$ cat config.mk
export PLATFORM = sky130hd
export DESIGN_NAME = request_scheduler
export DESIGN_NICKNAME = d
export VERILOG_FILES = /design/src/rtl/request_scheduler.sv
export SDC_FILE = /design/constraint.sdc
export NUM_CORES = 1
export LEC_CHECK = 0
export BUFFER_PORTS_ARGS = -buffer_cell sky130_fd_sc_hd__buf_4
export CORE_MARGIN = 8
export CORE_UTILIZATION = 50
export CTS_BUF_LIST = sky130_fd_sc_hd__clkbuf_4 sky130_fd_sc_hd__clkbuf_8 sky130_fd_sc_hd__clkbuf_16
export CTS_CLUSTER_DIAMETER = 200
export DETAILED_ROUTE_END_ITERATION = 8
export PLACE_DENSITY = 0.72
export SYNTH_ARGS = -nofsm -noshare
export SYNTH_HDL_FRONTEND = slang
export SYNTH_SLANG_ARGS = --single-unit
$ cat constraint.sdc
create_clock -name i_clk -period 6.9 [get_ports i_clk]
set_input_delay 0 -clock i_clk [delete_from_list [all_inputs] [get_ports i_clk]]
set_output_delay 0 -clock i_clk [all_outputs]
set_load 0.1 [all_outputs]
$ cat src/rtl/request_scheduler.sv
// Elevator hall-call scheduler: latches up/down calls, picks the next stop
// with a sweep rule, commands the motion controller, dwells at each stop and
// parks the car after a long idle stretch.
module request_scheduler #(
  parameter int DWELL_CYCLES = 16,
  parameter int PARK_TIMEOUT = 64
) (
  input  logic       i_clk,
  input  logic       i_rst_n,
  input  logic       i_request,
  input  logic [2:0] i_request_floor,
  input  logic       i_request_dir,
  input  logic [1:0] i_traffic_state,
  input  logic [2:0] i_car_floor,
  input  logic       i_car_arrived,
  output logic [2:0] o_target_floor,
  output logic       o_move_req,
  output logic       o_door_open,
  output logic       o_sched_dir,
  output logic [7:0] o_pending_up,
  output logic [7:0] o_pending_down,
  output logic       o_busy
);
  localparam int DW = (DWELL_CYCLES > 1) ? $clog2(DWELL_CYCLES) : 1;
  // One spare code so the saturated idle count never wraps.
  localparam int IW = $clog2(PARK_TIMEOUT + 2);

  typedef enum logic [2:0] {S_IDLE, S_SELECT, S_MOVE, S_DOOR, S_PARK} state_t;

  state_t        r_state, w_state_nxt;
  logic [7:0]    r_pend_up, r_pend_dn, w_any;
  logic [7:0]    w_set_up, w_set_dn, w_clr_up, w_clr_dn;
  logic [2:0]    r_target, w_park_floor;
  logic          r_sched_dir, r_served_dir;
  logic [DW-1:0] r_dwell;
  logic [IW-1:0] r_idle, w_idle_inc;
  logic          w_door_hit, w_idle_expired, w_dwell_done;
  logic          w_up_hit, w_up_srv, w_dn_hit, w_dn_srv;
  logic [2:0]    w_up_floor, w_dn_floor;
  logic          w_sel_hit, w_sel_srv, w_sel_flip;
  logic [2:0]    w_sel_floor;

  assign w_any          = r_pend_up | r_pend_dn;
  assign w_idle_inc     = r_idle + IW'(1);
  assign w_idle_expired = (w_idle_inc >= IW'(PARK_TIMEOUT));
  assign w_dwell_done   = (r_dwell == DW'(DWELL_CYCLES - 1));

  // A repeat of the call being served while the doors are open only
  // extends the dwell; it must not re-latch.
  assign w_door_hit = (r_state == S_DOOR) && i_request &&
                      (i_request_floor == i_car_floor) && (i_request_dir == r_served_dir);
  assign w_set_up = (i_request &&  i_request_dir && !w_door_hit) ? (8'd1 << i_request_floor) : 8'd0;
  assign w_set_dn = (i_request && !i_request_dir && !w_door_hit) ? (8'd1 << i_request_floor) : 8'd0;

  // Park floor chosen by traffic mode.
  always_comb begin
    case (i_traffic_state)
      2'd2:    w_park_floor = 3'd7;
      2'd3:    w_park_floor = 3'd3;
      default: w_park_floor = 3'd0;
    endcase
  end

  // Upward sweep: nearest up call at/above the car, else the farthest call above.
  always_comb begin
    w_up_hit   = 1'b0;
    w_up_floor = '0;
    w_up_srv   = 1'b1;
    for (int f = 7; f >= 0; f--)
      if (r_pend_up[f] && (3'(f) >= i_car_floor)) begin
        w_up_hit   = 1'b1;
        w_up_floor = 3'(f);
      end
    // Any call above at this point is a down call.
    if (!w_up_hit)
      for (int f = 0; f < 8; f++)
        if (w_any[f] && (3'(f) > i_car_floor)) begin
          w_up_hit   = 1'b1;
          w_up_floor = 3'(f);
          w_up_srv   = 1'b0;
        end
  end

  // Downward sweep: nearest down call at/below the car, else the farthest call below.
  always_comb begin
    w_dn_hit   = 1'b0;
    w_dn_floor = '0;
    w_dn_srv   = 1'b0;
    for (int f = 0; f < 8; f++)
      if (r_pend_dn[f] && (3'(f) <= i_car_floor)) begin
        w_dn_hit   = 1'b1;
        w_dn_floor = 3'(f);
      end
    if (!w_dn_hit)
      for (int f = 7; f >= 0; f--)
        if (w_any[f] && (3'(f) < i_car_floor)) begin
          w_dn_hit   = 1'b1;
          w_dn_floor = 3'(f);
          w_dn_srv   = 1'b1;
        end
  end

  // Try the current sweep direction first, reverse only if it finds nothing.
  always_comb begin
    w_sel_flip = 1'b0;
    if (r_sched_dir) begin
      w_sel_hit   = w_up_hit;
      w_sel_floor = w_up_floor;
      w_sel_srv   = w_up_srv;
      if (!w_up_hit) begin
        w_sel_hit   = w_dn_hit;
        w_sel_floor = w_dn_floor;
        w_sel_srv   = w_dn_srv;
        w_sel_flip  = w_dn_hit;
      end
    end else begin
      w_sel_hit   = w_dn_hit;
      w_sel_floor = w_dn_floor;
      w_sel_srv   = w_dn_srv;
      if (!w_dn_hit) begin
        w_sel_hit   = w_up_hit;
        w_sel_floor = w_up_floor;
        w_sel_srv   = w_up_srv;
        w_sel_flip  = w_up_hit;
      end
    end
  end

  // Next-state and served-call clear decode.
  always_comb begin
    w_state_nxt = r_state;
    w_clr_up    = '0;
    w_clr_dn    = '0;
    case (r_state)
      S_IDLE:
        if (|w_any) w_state_nxt = S_SELECT;
        else if (w_idle_expired && (i_car_floor != w_park_floor)) w_state_nxt = S_PARK;
      S_SELECT:
        if (!w_sel_hit) w_state_nxt = S_IDLE;
        else if (w_sel_floor == i_car_floor) begin
          w_state_nxt = S_DOOR;
          if (w_sel_srv) w_clr_up = 8'd1 << w_sel_floor;
          else           w_clr_dn = 8'd1 << w_sel_floor;
        end else w_state_nxt = S_MOVE;
      S_MOVE:
        if (i_car_arrived) begin
          w_state_nxt = S_DOOR;
          if (r_served_dir) w_clr_up = 8'd1 << r_target;
          else              w_clr_dn = 8'd1 << r_target;
        end
      S_DOOR:
        if (!w_door_hit && w_dwell_done) w_state_nxt = (|w_any) ? S_SELECT : S_IDLE;
      S_PARK:
        if (i_car_arrived) w_state_nxt = S_IDLE;
      default: w_state_nxt = S_IDLE;
    endcase
  end

  // State register.
  always_ff @(posedge i_clk or negedge i_rst_n) begin
    if (!i_rst_n) r_state <= S_IDLE;
    else          r_state <= w_state_nxt;
  end

  // Call bitmaps; a set beats a clear on the same bit.
  always_ff @(posedge i_clk or negedge i_rst_n) begin
    if (!i_rst_n) begin
      r_pend_up <= '0;
      r_pend_dn <= '0;
    end else begin
      r_pend_up <= (r_pend_up & ~w_clr_up) | w_set_up;
      r_pend_dn <= (r_pend_dn & ~w_clr_dn) | w_set_dn;
    end
  end

  // Destination and direction bookkeeping.
  always_ff @(posedge i_clk or negedge i_rst_n) begin
    if (!i_rst_n) begin
      r_target     <= '0;
      r_sched_dir  <= 1'b1;
      r_served_dir <= 1'b1;
    end else begin
      if (r_state == S_SELECT && w_sel_hit) begin
        r_served_dir <= w_sel_srv;
        if (w_sel_flip) r_sched_dir <= ~r_sched_dir;
        if (w_sel_floor != i_car_floor) r_target <= w_sel_floor;
      end
      if (r_state == S_MOVE && i_car_arrived) r_sched_dir <= r_served_dir;
      if (r_state == S_IDLE && w_state_nxt == S_PARK) r_target <= w_park_floor;
    end
  end

  // Dwell and idle counters; both rest at zero outside their state.
  always_ff @(posedge i_clk or negedge i_rst_n) begin
    if (!i_rst_n) begin
      r_dwell <= '0;
      r_idle  <= '0;
    end else begin
      if (r_state == S_DOOR && w_state_nxt == S_DOOR && !w_door_hit) r_dwell <= r_dwell + DW'(1);
      else                                                            r_dwell <= '0;
      if (r_state == S_IDLE && w_state_nxt == S_IDLE)
        r_idle <= w_idle_expired ? IW'(PARK_TIMEOUT) : w_idle_inc;
      else
        r_idle <= '0;
    end
  end

  assign o_target_floor = r_target;
  assign o_move_req     = (r_state == S_MOVE) || (r_state == S_PARK);
  assign o_door_open    = (r_state == S_DOOR);
  assign o_busy         = (r_state != S_IDLE);
  assign o_sched_dir    = r_sched_dir;
  assign o_pending_up   = r_pend_up;
  assign o_pending_down = r_pend_dn;
endmodule

==> results_dict.tcl <==
set metrics [dict create \
    rsz0062_at_grt "no" \
    clock-skew-final_ns 0.007644 \
    viasPerCell 6.607 \
    drc 0 \
    cts_inserted_buffers 5 \
    routabilityCongestion 0.9403 \
    cap_violations 0 \
    hold_ws_ns 0.02421 \
    clock_latency_ns 0.30 \
    grt_pass1_vias 2911 \
    rr_worst_depth 10 \
    die-area_sq_mm 0.008756 \
    drt_iter0_markers 254 \
    timing.setup.tns_ns 0 \
    fp-row-count 28 \
    slew_headroom_pct 54.16 \
    yosysTopAreaCellShare_pct 27.44 \
    area_delta_synth_final_pct 12.60 \
    first_pass_iters 5 \
    post_cts_resized 0 \
    combinationalPowerShare_pct 55.3 \
    synth_top_area_cell "dfrtp_1" \
    synth_warnings 0 \
    intPower_w 0.0005201 \
    critPathTopFamily "compound AO/OA/AOI/OAI gates" \
    path_cells "o41ai_4 > o2111ai_1 > o41a_1 > a21oi_4 > mux2i_2 > xnor2_2 > nand4_1 > o221ai_1 > o31ai_1 > dlygate4sd3_1" \
    htreeDepth 2 \
    clk_root_buffer_cell "clkbuf_8" \
    crit_buf_inv 1 \
    syn_area_sq_mm 0.003009 \
    period_share_pct 52.97 \
    synth_seq_cells 35 \
    place.port_buffers 35 \
    yosysUniqueCellTypes 72 \
    synth_seq_area_share_pct 29.19 \
    setup_viol 0 \
    crit_type "reg2reg" \
    fillCellCount 539 \
    start_util_pct 51.13 \
    tightestPinTransition_ns 0.6824 \
    postCtsHoldBufs 4 \
    diodes 0 \
    timing.fmax_ghz 0.2736 \
    vias 3046 \
    overflow 0 \
    slowest_delay_ns 0.55 \
    cts.clk_slew.worst_paths_ns 0.08 \
    multi_input_area_sq_mm 0.001973 \
    grt_max_degree 36 \
    drt-total-wl_um 9048 \
    outcome "finished, final reports clean" \
    coreArea_sq_mm 0.005886 \
    min_path_type "in2reg" \
    die_h_um 93.58 \
    fin_crit_ns 3.655 \
    leakage_nw 1.297 \
    antenna_found_initial 0 \
    cp.arrival_ns 3.84 \
    syn_inst 355 \
    critPathSlowestCell "dlygate4sd3_1" \
    post_cts_buffers 0 \
    path_depth 10 \
    critPathRequiredTime_ns 7.09 \
    register_area_sq_um 878.3 \
    ioPinCount 36 \
    slew_viol_final 0 \
    synth-edff-count 0 \
    grt_pass1_wl_um 14450 \
    cts_buffer_depth 2 \
    wire_per_inst_um 19.63 \
    timing_hold_violations_final 0 \
    hold-path-cell-count 3 \
    postSynthAreaPerCell_sq_um 8.476 \
    final_cell_mix "buf_4 (35), dfrtp_1 (33), nand2_1 (31)" \
    synth_fp_nets 370 \
    finalNetCount 400 \
    dpl.hpwl_um 6599 \
    grt_usage_pct 20.58 \
    netSwitchingFraction_pct 54.71 \
    cp_max_fo 11 \
    cp-end-kind "register" \
    p_clk_share_pct 14.4 \
    cts_sinks 35 \
    synth.area.top_cells "dfrtp_1 (27%), o21ai_0 (4.7%), nand2_1 (3.9%), nor2_1 (3.4%), xnor2_1 (3.2%)" \
    ant_nets 0 \
    start_kind "register" \
    cts_tree "yes" \
    utilization_pct 57.57 \
    drive_above_1_share_pct 18.13 \
    ir_drop_v 0.0003011 \
    p_sw_w 0.0006283 \
    p_per_area_mw_per_mm2 339.0 \
    seqPwrFrac_pct 30.3 \
    synthArstFlopShare_pct 100.0 \
    final_common_cell "buf_4" \
    die_x_um 93.58 \
    synth_ff_type "dfrtp_1" \
]
## Yosys cell counts, drive strengths merged, types with 3 or more instances
cell	n
o21ai	28
a21oi	16
xor2	3
and2	8
o31ai	4
o21bai	3
nand3	18
nor4	4
nor2b	6
dfrtp	33
nor3	10
o41ai	3
a21boi	4
nand2b	14
or2	9
o211ai	12
a21o	4
inv	11
clkbuf	5
nor3b	8
nand4	7
a2111o	3
nand2	31
xnor2	12
and3	6
buf	11
o221ai	10
o2111ai	3
nor2	27
## flip-flops by register name, summed over array words and instances, names as in the netlist
| name | flops |
|---|---|
| o_pending_down | 8 |
| o_pending_up | 8 |
| o_sched_dir | 1 |
| o_target_floor | 3 |
| r_dwell | 4 |
| r_idle | 7 |
| r_served_dir | 1 |
| r_state | 3 |
## stage by stage
| stage | cells | instance area [sq um] | power [W] | setup WS [ns] |
|---|---|---|---|---|
| 6_report | 461 | 3388 | 0.001148 | 3.245 |
| 2_1_floorplan | 355 | 3009 | 0.0008262 | 2.765 |
| 4_1_cts | 461 | 3388 | 0.001148 | 3.301 |
| 5_1_grt | 461 | 3388 | 0.001198 | 3.048 |
| 3_5_place_dp | 449 | 3249 | 0.0009762 | 3.731 |
| 3_3_place_gp | 449 | 3249 | 0.0009659 | 3.831 |
## worst register-to-register path, cell delays in order (launching register included)
cell	delay (ns)
dfrtp_1	0.53
o41ai_4	0.39
o2111ai_1	0.20
o41a_1	0.49
a21oi_4	0.17
mux2i_2	0.43
xnor2_2	0.19
nand4_1	0.25
o221ai_1	0.26
o31ai_1	0.10
dlygate4sd3_1	0.55
## power groups by stage
stage	Combinational, W	Clock [W]	Sequential (W)
4_1_cts	0.000634	0.000168	0.000346
2_1_floorplan	0.000309	0	0.000517
3_5_place_dp	0.000626	0	0.000350
3_3_place_gp	0.000619	0	0.000347
5_1_grt	0.000669	0.000175	0.000355
6_report	0.000635	0.000165	0.000348
## logic make-up after synthesis
kind of cell	after synthesis	synth area share, %
simple gates	159	29.06
compound gates	115	30.23
flops	35	29.19
buf+inv	27	5.239
xor+xnor	15	4.616
mux	2	0.8315
fa+ha+maj	2	0.8315
## per-layer routing
layer	GRT usage [%]	vias to the layer above	part of all wire, %
met2	33.55	151	47
met5	0	-	0
met1	25.31	1466	42
met4	9.379	0	3.1
met3	4.567	24	8.0
li1	-	1405	-
## cell type report
class / instances / share of cell area (%)
Multi-Input combinational cell: 293 / 58.23
Timing Repair Buffer: 39 / 8.936
Inverter: 11 / 1.219
Clock inverter: 2 / 0.4801
Tap cell: 75 / 2.770
Sequential cell: 35 / 25.92
Clock buffer: 6 / 2.437
## final timing paths
check,from,to,slack [ns]
max,o_pending_down[1],o_pending_up[4],3.25
min,i_request_floor[1],o_pending_up[3],0.02
max reg2reg,o_pending_down[1],o_pending_up[4],3.25
min reg2reg,r_idle[0],r_idle[0],0.46
max in group asynchronous,i_rst_n,o_sched_dir,6.36
min in group asynchronous,i_rst_n,r_dwell[0],0.20
No activity file was read; power rests on OpenSTA's default activity.
